<file path="config.mk">
export PLATFORM = sky130hd
export DESIGN_NAME = nvme_sq_cmd_arbiter
export DESIGN_NICKNAME = d
export VERILOG_FILES = /design/src/rtl/nvme_sq_arb_pkg.sv /design/src/rtl/nvme_sq_credit_cnt.sv /design/src/rtl/nvme_sq_cmd_arbiter.sv
export SDC_FILE = /design/constraint.sdc
export NUM_CORES = 1
export LEC_CHECK = 0
export ABC_AREA = 1
export CAP_MARGIN = 0
export CORE_AREA = 2 2 442 444
export CTS_BUF_LIST = sky130_fd_sc_hd__clkbuf_2 sky130_fd_sc_hd__clkbuf_4 sky130_fd_sc_hd__clkbuf_8
export DETAILED_ROUTE_END_ITERATION = 6
export DIE_AREA = 0 0 444 446
export GPL_TIMING_DRIVEN = 0
export PLACE_DENSITY = 0.34
export SYNTH_ARGS = -nofsm -noshare
export SYNTH_HDL_FRONTEND = slang
export SYNTH_SLANG_ARGS = --single-unit
</file>
<file path="constraint.sdc">
create_clock -name clk_in -period 7.8 [get_ports clk_in]
set_input_delay 1.56 -clock clk_in [delete_from_list [all_inputs] [get_ports clk_in]]
set_output_delay 1.56 -clock clk_in [all_outputs]
set_load 0.02 [all_outputs]
</file>
<file path="src/rtl/nvme_sq_arb_pkg.sv">
// Shared types and packed-command layout for the SQ command arbiter.
package nvme_sq_arb_pkg;

    localparam int CMD_W = 360;
    localparam int CID_W = 16;
    localparam int CNT_W = 16;

    localparam int OPC_LSB  = 0;
    localparam int OPC_W    = 8;
    localparam int NSID_LSB = 8;
    localparam int NSID_W   = 32;
    localparam int PRP1_LSB = 40;
    localparam int PRP1_W   = 64;
    localparam int PRP2_LSB = 104;
    localparam int PRP2_W   = 64;
    localparam int CDW_LSB  = 168;
    localparam int CDW_W    = 192;

    typedef enum logic [1:0] {
        S_IDLE      = 2'd0,
        S_START     = 2'd1,
        S_RELEASE   = 2'd2,
        S_WAIT_DONE = 2'd3
    } state_t;

    function automatic logic [CMD_W-1:0] pack_cmd(
        input logic [OPC_W-1:0]  opc,
        input logic [NSID_W-1:0] nsid,
        input logic [PRP1_W-1:0] prp1,
        input logic [PRP2_W-1:0] prp2,
        input logic [CDW_W-1:0]  cdw
    );
        logic [CMD_W-1:0] c;
        c = '0;
        c[OPC_LSB  +: OPC_W]  = opc;
        c[NSID_LSB +: NSID_W] = nsid;
        c[PRP1_LSB +: PRP1_W] = prp1;
        c[PRP2_LSB +: PRP2_W] = prp2;
        c[CDW_LSB  +: CDW_W]  = cdw;
        return c;
    endfunction

endpackage

</file>
<file path="src/rtl/nvme_sq_credit_cnt.sv">
// Per-queue outstanding-command counter with full compare and sticky underflow.
module nvme_sq_credit_cnt
    import nvme_sq_arb_pkg::*;
#(
    parameter int DEPTH = 16
) (
    input  logic             clk_in,
    input  logic             resetb,
    input  logic             inc,
    input  logic             dec,
    output logic [CNT_W-1:0] count,
    output logic             full,
    output logic             underflow
);

    localparam logic [CNT_W-1:0] MAX_OUT = CNT_W'(DEPTH - 1);

    always_ff @(posedge clk_in) begin
        if (resetb) begin
            count     <= '0;
            underflow <= 1'b0;
        end else if (inc && !dec) begin
            count <= count + 1'b1;
        end else if (dec && !inc) begin
            // a completion with nothing in flight is dropped and flagged
            if (count == '0)
                underflow <= 1'b1;
            else
                count <= count - 1'b1;
        end
    end

    assign full = (count >= MAX_OUT);

endmodule

</file>
<file path="src/rtl/nvme_sq_cmd_arbiter.sv">
// Admin/I-O arbiter in front of the SQ command builder.
// NVME_SQ_ADMIN_STRICT_PRIO_EN: admin always wins when eligible (no round-robin).
module nvme_sq_cmd_arbiter
    import nvme_sq_arb_pkg::*;
#(
    parameter int ADM_DEPTH = 16,
    parameter int IO_DEPTH  = 64,
    parameter int CMD_W     = nvme_sq_arb_pkg::CMD_W
) (
    input  logic             clk_in,
    input  logic             resetb,
    input  logic             adm_req,
    input  logic [CMD_W-1:0] adm_cmd,
    output logic             adm_ack,
    input  logic             io_req,
    input  logic [CMD_W-1:0] io_cmd,
    output logic             io_ack,
    input  logic             adm_cpl,
    input  logic             io_cpl,
    output logic             write_start,
    input  logic             write_start_ack,
    output logic             is_io_queue,
    output logic [15:0]      sq_cid,
    output logic [CMD_W-1:0] sq_cmd,
    input  logic             adm_tail_done,
    input  logic             io_tail_done,
    output logic [15:0]      adm_outstanding,
    output logic [15:0]      io_outstanding,
    output logic             cpl_underflow
);

    state_t           state, state_nxt;
    logic             grant_adm, grant_io;
    logic             adm_elig, io_elig;
    logic             adm_full, io_full;
    logic             adm_uf, io_uf;
    logic [CID_W-1:0] adm_cid, io_cid;
    logic             adm_td_q, io_td_q;
    logic             sel_td_rise;

    nvme_sq_credit_cnt #(.DEPTH(ADM_DEPTH)) u_adm_cnt (
        .clk_in    (clk_in),
        .resetb    (resetb),
        .inc       (grant_adm),
        .dec       (adm_cpl),
        .count     (adm_outstanding),
        .full      (adm_full),
        .underflow (adm_uf)
    );

    nvme_sq_credit_cnt #(.DEPTH(IO_DEPTH)) u_io_cnt (
        .clk_in    (clk_in),
        .resetb    (resetb),
        .inc       (grant_io),
        .dec       (io_cpl),
        .count     (io_outstanding),
        .full      (io_full),
        .underflow (io_uf)
    );

    assign cpl_underflow = adm_uf | io_uf;
    assign adm_elig      = adm_req && !adm_full;
    assign io_elig       = io_req && !io_full;
    assign sel_td_rise   = is_io_queue ? (io_tail_done && !io_td_q)
                                       : (adm_tail_done && !adm_td_q);

`ifndef NVME_SQ_ADMIN_STRICT_PRIO_EN
    logic rr_io;

    // pointer moves to the loser only when both queues contended
    always_ff @(posedge clk_in) begin
        if (resetb)
            rr_io <= 1'b0;
        else if (grant_adm && io_elig)
            rr_io <= 1'b1;
        else if (grant_io && adm_elig)
            rr_io <= 1'b0;
    end
`endif

    always_ff @(posedge clk_in) begin
        if (resetb)
            state <= S_IDLE;
        else
            state <= state_nxt;
    end

    always_comb begin
        state_nxt   = state;
        grant_adm   = 1'b0;
        grant_io    = 1'b0;
        write_start = 1'b0;
        case (state)
            S_IDLE: begin
`ifdef NVME_SQ_ADMIN_STRICT_PRIO_EN
                grant_adm = adm_elig;
                grant_io  = io_elig && !adm_elig;
`else
                if (adm_elig && io_elig) begin
                    grant_io  = rr_io;
                    grant_adm = !rr_io;
                end else begin
                    grant_adm = adm_elig;
                    grant_io  = io_elig;
                end
`endif
                if (adm_elig || io_elig)
                    state_nxt = S_START;
            end
            S_START: begin
                write_start = 1'b1;
                if (write_start_ack)
                    state_nxt = S_RELEASE;
            end
            S_RELEASE: begin
                if (!write_start_ack)
                    state_nxt = S_WAIT_DONE;
            end
            S_WAIT_DONE: begin
                if (sel_td_rise)
                    state_nxt = S_IDLE;
            end
            default: state_nxt = S_IDLE;
        endcase
    end

    always_ff @(posedge clk_in) begin
        if (resetb) begin
            adm_ack     <= 1'b0;
            io_ack      <= 1'b0;
            adm_td_q    <= 1'b0;
            io_td_q     <= 1'b0;
            is_io_queue <= 1'b0;
            sq_cid      <= '0;
            sq_cmd      <= '0;
            adm_cid     <= '0;
            io_cid      <= '0;
        end else begin
            adm_ack  <= grant_adm;
            io_ack   <= grant_io;
            adm_td_q <= adm_tail_done;
            io_td_q  <= io_tail_done;
            if (grant_adm) begin
                sq_cmd      <= adm_cmd;
                sq_cid      <= adm_cid;
                adm_cid     <= adm_cid + 1'b1;
                is_io_queue <= 1'b0;
            end else if (grant_io) begin
                sq_cmd      <= io_cmd;
                sq_cid      <= io_cid;
                io_cid      <= io_cid + 1'b1;
                is_io_queue <= 1'b1;
            end
        end
    end

endmodule
</file>
==> impl_metrics.csv, run 1 <==
group,metric,value,unit
cts,htreeDepth,3,
cts,post_cts_buffers,0,
sta,period_share,59.9,%
power_and_ir_drop,power_density,349,nW/µm²
global_routing,overflow,0,
power_and_ir_drop,p_clk_share,21.1,%
worst_hold_path,min_from,"sq_cid[2]",
cells_and_area,final_area,38900,µm²
yosys,ys_top_cells_by_area,"dfxtp_1, a21oi_1, nand2_1",
sta,slew_headroom,24.0,%
power_and_ir_drop,p_int,7.33,mW
sta,skew,0.0697,ns
power_and_ir_drop,p_leak,16.7,nW
critical_path,r2r_slack,3.67,ns
yosys,synth_edf_count,0,
drt,num_vias,26900,
worst_hold_path,hp-class,"register to register",
drt,drt_iter0_markers,1576,
place,portBuffers,1140,
critical_path,r2r_cells,19,
cells_and_area,layout-drive-gt1-share,6.78,%
global_routing,grt_max_degree,17,
floorplan,dieHeight,446,µm
floorplan,num_rows,162,
yosys,synth.most_common_cell,"nand2_1",
sta,setup_slack,3.12,ns
floorplan,die_w,444,µm
critical_path,r2r-start,"u_io_cnt.count[12]",
sta,hold_violations,0,
critical_path,r2r_end,"u_io_cnt.count[14]",
critical_path,path_common_cell,"nand2_1",
critical_path,cp.arrival,5.41,ns
yosys,synth-adder-area-share,2.54,%
sta,fin_setup_tns,0,ns
drt,finalWirelength,170000,µm
yosys,syn_area,22300,µm²
yosys,synth_top_family_by_area,"compound AO/OA/AOI/OAI gates",
yosys,synthCells,3274,
yosys,synth_xor_area_share,1.10,%
power_and_ir_drop,pwr-share-seq,26.6,%
cts,cts_made_buffers,97,
cts,cts_resized,0,
yosys,avgSynthCellArea,6.80,µm²
cts,clk_root_buffer_cell,"clkbuf_8",
critical_path,cp_max_fo,16,
yosys,synth-compound-area-share,27.9,%
yosys,synthMuxAreaShare,0.0450,%
critical_path,slowest_delay,0.64,ns
yosys,seq_area_frac_synth,40.5,%
critical_path,worstSetupStartpointType,"input port",
flow_run,maxCapViolCount,0,
sta,worst_slew_pin_slew,1.14,ns
critical_path,crit_path_end_kind,"register",
worst_hold_path,hold_path_depth,2,
cells_and_area,final_core_util,20.1,%
place,placed_cells,6956,
drt,avgViaCountPerCell,3.78,
global_routing,groute.usage.overall,16.3,%
global_routing,grt_pass1_vias,26700,
drt,drtAntennaViolNets,0,
power_and_ir_drop,power,13.6,mW
yosys,yosysWarnings,0,
power_and_ir_drop,p_sw_share,46.1,%
sta,finalMaxSlewViolations,0,
power_and_ir_drop,ir_drop,116,µV
sta,hold_slack,0.482,ns
drt,dr.pass1.iters,5,
drt,wl_per_cell,23.8,µm
critical_path,critPathSlowestCell,"clkdlybuf4s50_1",
sta,grt_setup_unrepaired,"no",
cts,clk_latency,0.86,ns
place,globalplace.congestion,0.860,
power_and_ir_drop,combPwrFrac,52.4,%
critical_path,worst-path-buf-inv,4,
critical_path,crit_path_cell_trace,"clkdlybuf4s50_1 -> nand2_1 -> nor3_1 -> nand2_1 -> inv_1 -> ha_1 -> inv_1 -> ha_1 -> a21oi_1 -> nand2_1 -> a21boi_0 -> or2_2 -> nand2_1 -> nand2_1 -> nand3_1 -> nand2_1 -> inv_1",
drt,drc,0,
yosys,netlist.area_leader.share,40.5,%
worst_hold_path,hold_end,"sq_cid[2]",
global_routing,antenna_found_initial,27,
sta,max_freq,214,MHz
yosys,syn_nets,4047,
cts,clock-sinks,450,
yosys,async_reset_ff_share,0,%
yosys,synth-simple-area-share,15.0,%
cells_and_area,fin_nets,5286,
yosys,synth_cell_type_count,40,
cells_and_area,area_growth_syn_to_layout,75.0,%
critical_path,critical_path_class,"input port to register",
sta,fin_crit,4.68,ns
cells_and_area,finalNonFillerCells,7135,
floorplan,io_pins,1142,
global_routing,grt_pass1_wl,224000,µm
place,dp_slack,2.24,ns
place,hpwl,141000,µm
run_status,status,"finished clean",
sta,finalSetupViolCount,0,
cts,holdBufCountCts,0,
cts,clockBufferDepth,3,
critical_path,crit_family,"simple AND/OR/NAND/NOR gates",
floorplan,initial_core_util,11.5,%
yosys,synth_ff_type,"dfxtp_1",
cts,cts_tree,"done",
floorplan,core-area,194000,µm²
critical_path,cp.required,8.53,ns
floorplan,dieArea,198000,µm²
yosys,ys_ff_latch,450,
yosys,netlist.top_cell.by_area,"dfxtp_1",
power_and_ir_drop,p_sw,6.27,mW
place,place_area,36900,µm²
cts,path_clk_slew,0.05,ns
yosys,synth_commonest_cells,"nand2_1, inv_1, dfxtp_1, a21oi_1, o21ai_1",
## worst register-to-register path, stage by stage, from the launching register on
cell      delay (ns)
dfxtp_1         0.35
nor2_1          0.19
nand3_1         0.12
nor2_2          0.28
inv_2           0.07
nor3_1          0.27
nand2_1         0.31
inv_1           0.13
ha_1            0.30
inv_1           0.34
ha_1            0.48
a21oi_1         0.21
nand2_1         0.16
a21boi_0        0.35
or2_2           0.19
nand2_1         0.05
nand2_1         0.05
nand3_1         0.06
nand2_1         0.08
inv_1           0.04
## layout make-up
type	count	area, µm²
fillers	22000	155000
multi-input cells	2129	10400
plain buffers	220	1100
inverters	475	1780
diodes	8	20.0
well taps	2542	3180
repair buffers	1140	11400
flip-flops and latches	450	9010
clock inverters	14	158
clock buffers	157	1920
## cells in the final DEF, fill, tap and decap left out, drive strengths merged, types with 2 or more instances in the layout
cell type      instances
nand3b                 5
clkdlybuf4s50       1140
clkbuf               258
nand4                 12
o21bai                 5
dfxtp                450
xor2                  12
nand2                578
inv                  477
diode                  8
nor3                  19
xnor2                 16
o21ai                769
nor3b                  4
a21o                   6
nand3                 88
a31oi                  5
nor2                 117
fa                     2
ha                    42
a21oi                438
buf                  119
a211oi                 3
clkinv                10
## flip-flops by register name, summed over array words and instances, names as in the netlist
signal	cells
io_td_q	1
u_io_cnt.underflow	1
adm_cid	16
io_cid	16
u_io_cnt.count	16
u_adm_cnt.count	16
rr_io	1
sq_cmd	360
io_ack	1
u_adm_cnt.underflow	1
adm_td_q	1
is_io_queue	1
state	2
sq_cid	16
adm_ack	1
## per-layer routing
| layer | global-route usage (%) | routed length [µm] |
|---|---|---|
| met1 | 18.0 | 65800 |
| met2 | 29.6 | 86100 |
| met3 | 5.07 | 12600 |
| met4 | 5.44 | 4990 |
| met5 | 0 | 38 |
## cell families (layout without fill, tap and decap cells)
group / after synthesis / after routing
AOI/OAI and AO/OA: 1229 / 1229
xor gates and xnor gates: 28 / 28
adders and majority gates: 44 / 44
buffers and inverters: 695 / 2006
DFF: 450 / 450
muxes: 1 / 1
other: 0 / 8
and+or+nand+nor: 827 / 827
## worst max-delay path by stage
stage / startpoint / endpoint / slack (ns) / cells past startpoint
floorplan: adm_req / u_io_cnt.count[14] / 3.79 / 19
global placement: io_req / u_io_cnt.count[14] / 2.22 / 17
detailed placement: io_req / u_io_cnt.count[14] / 2.24 / 17
CTS: io_req / u_io_cnt.count[14] / 3.20 / 17
global route: io_req / u_io_cnt.count[14] / 2.84 / 17
finish: io_req / u_io_cnt.count[14] / 3.12 / 17
## power by group through the flow
stage	registers (mW)	clock network [mW]	logic, mW
6_report	3.62	2.86	7.12
3_5_place_dp	3.65	0	7.26
2_1_floorplan	4.42	0	2.57
4_1_cts	3.62	3.00	7.29
3_3_place_gp	3.64	0	7.29
5_1_grt	3.71	3.08	7.76
No activity file was read; power rests on OpenSTA's default activity.
==> run 2, diff against run 1 <==
--- a/config.mk
+++ b/config.mk
@@ -7,10 +7,10 @@
 export LEC_CHECK = 0
 export ABC_AREA = 1
 export CAP_MARGIN = 0
-export CORE_AREA = 2 2 442 444
+export CORE_AREA = 2 2 450 452
 export CTS_BUF_LIST = sky130_fd_sc_hd__clkbuf_2 sky130_fd_sc_hd__clkbuf_4 sky130_fd_sc_hd__clkbuf_8
 export DETAILED_ROUTE_END_ITERATION = 6
-export DIE_AREA = 0 0 444 446
+export DIE_AREA = 0 0 452 454
 export GPL_TIMING_DRIVEN = 0
 export PLACE_DENSITY = 0.34
 export SYNTH_ARGS = -nofsm -noshare
==> constraint.sdc (replaced) <==
create_clock -name clk_in -period 4.55 [get_ports clk_in]
set_input_delay 0.91 -clock clk_in [delete_from_list [all_inputs] [get_ports clk_in]]
set_output_delay 0.91 -clock clk_in [all_outputs]
set_load 0.02 [all_outputs]
==> run 2 against run 1 <==
Against the previous run: critical path depth grew 2; hold slack lost 0.0026 ns; sequential cell count is the same; power grew 73%; routed wire length grew 0.26%; combinational power grew 70%; sequential share of layout area shrank 0.16 points; clock power grew 76%; global-route usage shrank 0.60 points; die area grew 3.6%; critical path type is now register to register; critical endpoint unchanged; largest cell class unchanged; highest routed layer unchanged.
==> impl_metrics.csv, run 2 (synthesis results as in run 1) <==
group,metric,value,unit
cells_and_area,layout-drive-gt1-share,6.89,%
place,hpwl,141000,µm
critical_path,critical_path_class,"register to register",
place,place_area,37000,µm²
critical_path,cp_max_fo,9,
sta,grt_setup_unrepaired,"no",
power_and_ir_drop,power,23.5,mW
cts,path_clk_slew,0.06,ns
floorplan,dieArea,205000,µm²
worst_hold_path,hp-class,"register to register",
sta,period_share,89.9,%
drt,dr.pass1.iters,5,
cells_and_area,final_area,39200,µm²
cts,clk_root_buffer_cell,"clkbuf_8",
sta,setup_slack,0.460,ns
global_routing,antenna_found_initial,33,
drt,drt_iter0_markers,1331,
critical_path,crit_path_end_kind,"register",
place,portBuffers,1140,
critical_path,worst-path-buf-inv,5,
place,globalplace.congestion,0.864,
floorplan,num_rows,165,
sta,finalSetupViolCount,0,
power_and_ir_drop,ir_drop,213,µV
global_routing,grt_pass1_vias,26500,
sta,worst_slew_pin_slew,1.24,ns
cells_and_area,fillers,22800,
critical_path,crit_path_cell_trace,"nor2_1 -> nand3_1 -> nor2_2 -> inv_2 -> nor3_1 -> nand2_1 -> inv_1 -> ha_1 -> clkinvlp_4 -> buf_12 -> ha_1 -> nand2_1 -> nor2_1 -> nand4_1 -> or2_2 -> nand3_1 -> nand3_1 -> nand2_1 -> inv_1",
drt,finalWirelength,170000,µm
cts,clk_latency,0.83,ns
cells_and_area,largest_reg_flops,360,
floorplan,core-area,201000,µm²
drt,wl_per_cell,23.3,µm
sta,hold_slack,0.479,ns
cts,cts_made_buffers,100,
floorplan,initial_core_util,11.1,%
global_routing,groute.usage.overall,15.7,%
sta,skew,0.0407,ns
cts,clock-sinks,450,
drt,avgViaCountPerCell,3.66,
cells_and_area,multiInputGateArea,10400,µm²
cts,htreeDepth,3,
global_routing,grt_pass1_wl,222000,µm
sta,fin_crit,4.09,ns
run_status,status,"finished clean",
critical_path,slowest_delay,0.38,ns
critical_path,worstSetupStartpointType,"register",
critical_path,crit_family,"simple AND/OR/NAND/NOR gates",
cells_and_area,area_growth_syn_to_layout,76.2,%
flow_run,maxCapViolCount,0,
floorplan,die_w,452,µm
cells_and_area,mostFrequentLayoutCells,"clkdlybuf4s50_1, nand2_1, inv_1",
floorplan,io_pins,1142,
global_routing,grt_max_degree,17,
drt,drtAntennaViolNets,0,
place,dp_slack,-0.374,ns
drt,drc,0,
power_and_ir_drop,p_leak,16.7,nW
critical_path,critPathSlowestCell,"dfxtp_1",
cells_and_area,regMostFlops,"sq_cmd",
floorplan,dieHeight,454,µm
cts,cts_tree,"done",
cells_and_area,finalNonFillerCells,7279,
critical_path,cp.arrival,4.80,ns
drt,num_vias,26600,
cells_and_area,layout_commonest_cell,"clkdlybuf4s50_1",
cells_and_area,fin_nets,5293,
sta,finalMaxSlewViolations,0,
global_routing,overflow,0,
sta,hold_violations,0,
critical_path,cp.required,5.26,ns
power_and_ir_drop,power_density,599,nW/µm²
cells_and_area,regArea,9010,µm²
sta,slew_headroom,17.2,%
place,placed_cells,7086,
cts,clockBufferDepth,3,
sta,max_freq,245,MHz
==> run 2: cell count changes in the layout (fill, tap and decap cells not counted) <==
cell and delta:
buf_12 +1, buf_4 +3, clkinv_2 -3, clkinvlp_4 +1, clkbuf_2 +1, inv_1 -1, diode_2 +11, bufinv_16 +3
clkbuf_4 +2, clkbuf_8 -1, inv_8 +1, inv_12 -1, clkinv_8 -2, clkbuf_1 -1
==> run 2: report_power, final <==
part	leakage, nW	total, mW	internal (mW)	switching [mW]
Combinational	11.9	12.1	4.57	7.56
Sequential	3.66	6.31	5.28	1.03
Clock	1.12	5.04	2.87	2.17
==> run 2: per-stage QoR <==
stage | setup TNS (ns) | utilization (%)
floorplan | 0 | -
global placement | -3.07 | 18.4
detailed placement | -2.75 | 18.4
CTS | 0 | 19.5
global route | 0 | 19.5
finish | 0 | 19.5
==> run 2: what timing repair did <==
item / 4_1_cts / 5_1_grt
gates resized for setup: 0 / 1
buffers inserted: 0 / 4
hold buffers: 0 / 0
endpoints found under the setup margin: 0 / 1
==> run 2: cell type report <==
type	instances	area share, %
antenna	19	0.121
buffer	220	2.81
clock buffer	158	4.89
clock inverter	12	0.498
inverter	475	4.56
multi-input combinational	2129	26.4
sequential	450	23.0
tap	2672	8.52
timing repair buffer	1144	29.2
==> run 2: per-layer routing <==
metal	GRT usage, %	vias to the layer above	share of wire (%)
li1	-	13200	-
met1	17.2	12400	38
met2	27.5	869	50
met3	5.20	181	7.9
met4	7.03	14	3.8
met5	0	-	0.051
==> run 2: worst register-to-register path, stage by stage (launching register included) <==
cell        delay [ns]
dfxtp_1           0.38
nor2_1            0.23
nand3_1           0.12
nor2_2            0.26
inv_2             0.07
nor3_1            0.29
nand2_1           0.32
inv_1             0.13
ha_1              0.35
clkinvlp_4        0.27
buf_12            0.20
ha_1              0.36
nand2_1           0.12
nor2_1            0.23
nand4_1           0.10
or2_2             0.32
nand3_1           0.07
nand3_1           0.07
nand2_1           0.08
inv_1             0.04
==> run 2: final timing paths <==
kind | startpoint | end | slack [ns] | cells after the start
worst max-delay path | u_io_cnt.count[6] | u_io_cnt.count[14] | 0.46 | 19
worst min-delay path | u_adm_cnt.underflow | u_adm_cnt.underflow | 0.48 | 2
worst max register to register | u_io_cnt.count[6] | u_io_cnt.count[14] | 0.46 | 19
worst min register to register | u_adm_cnt.underflow | u_adm_cnt.underflow | 0.48 | 2
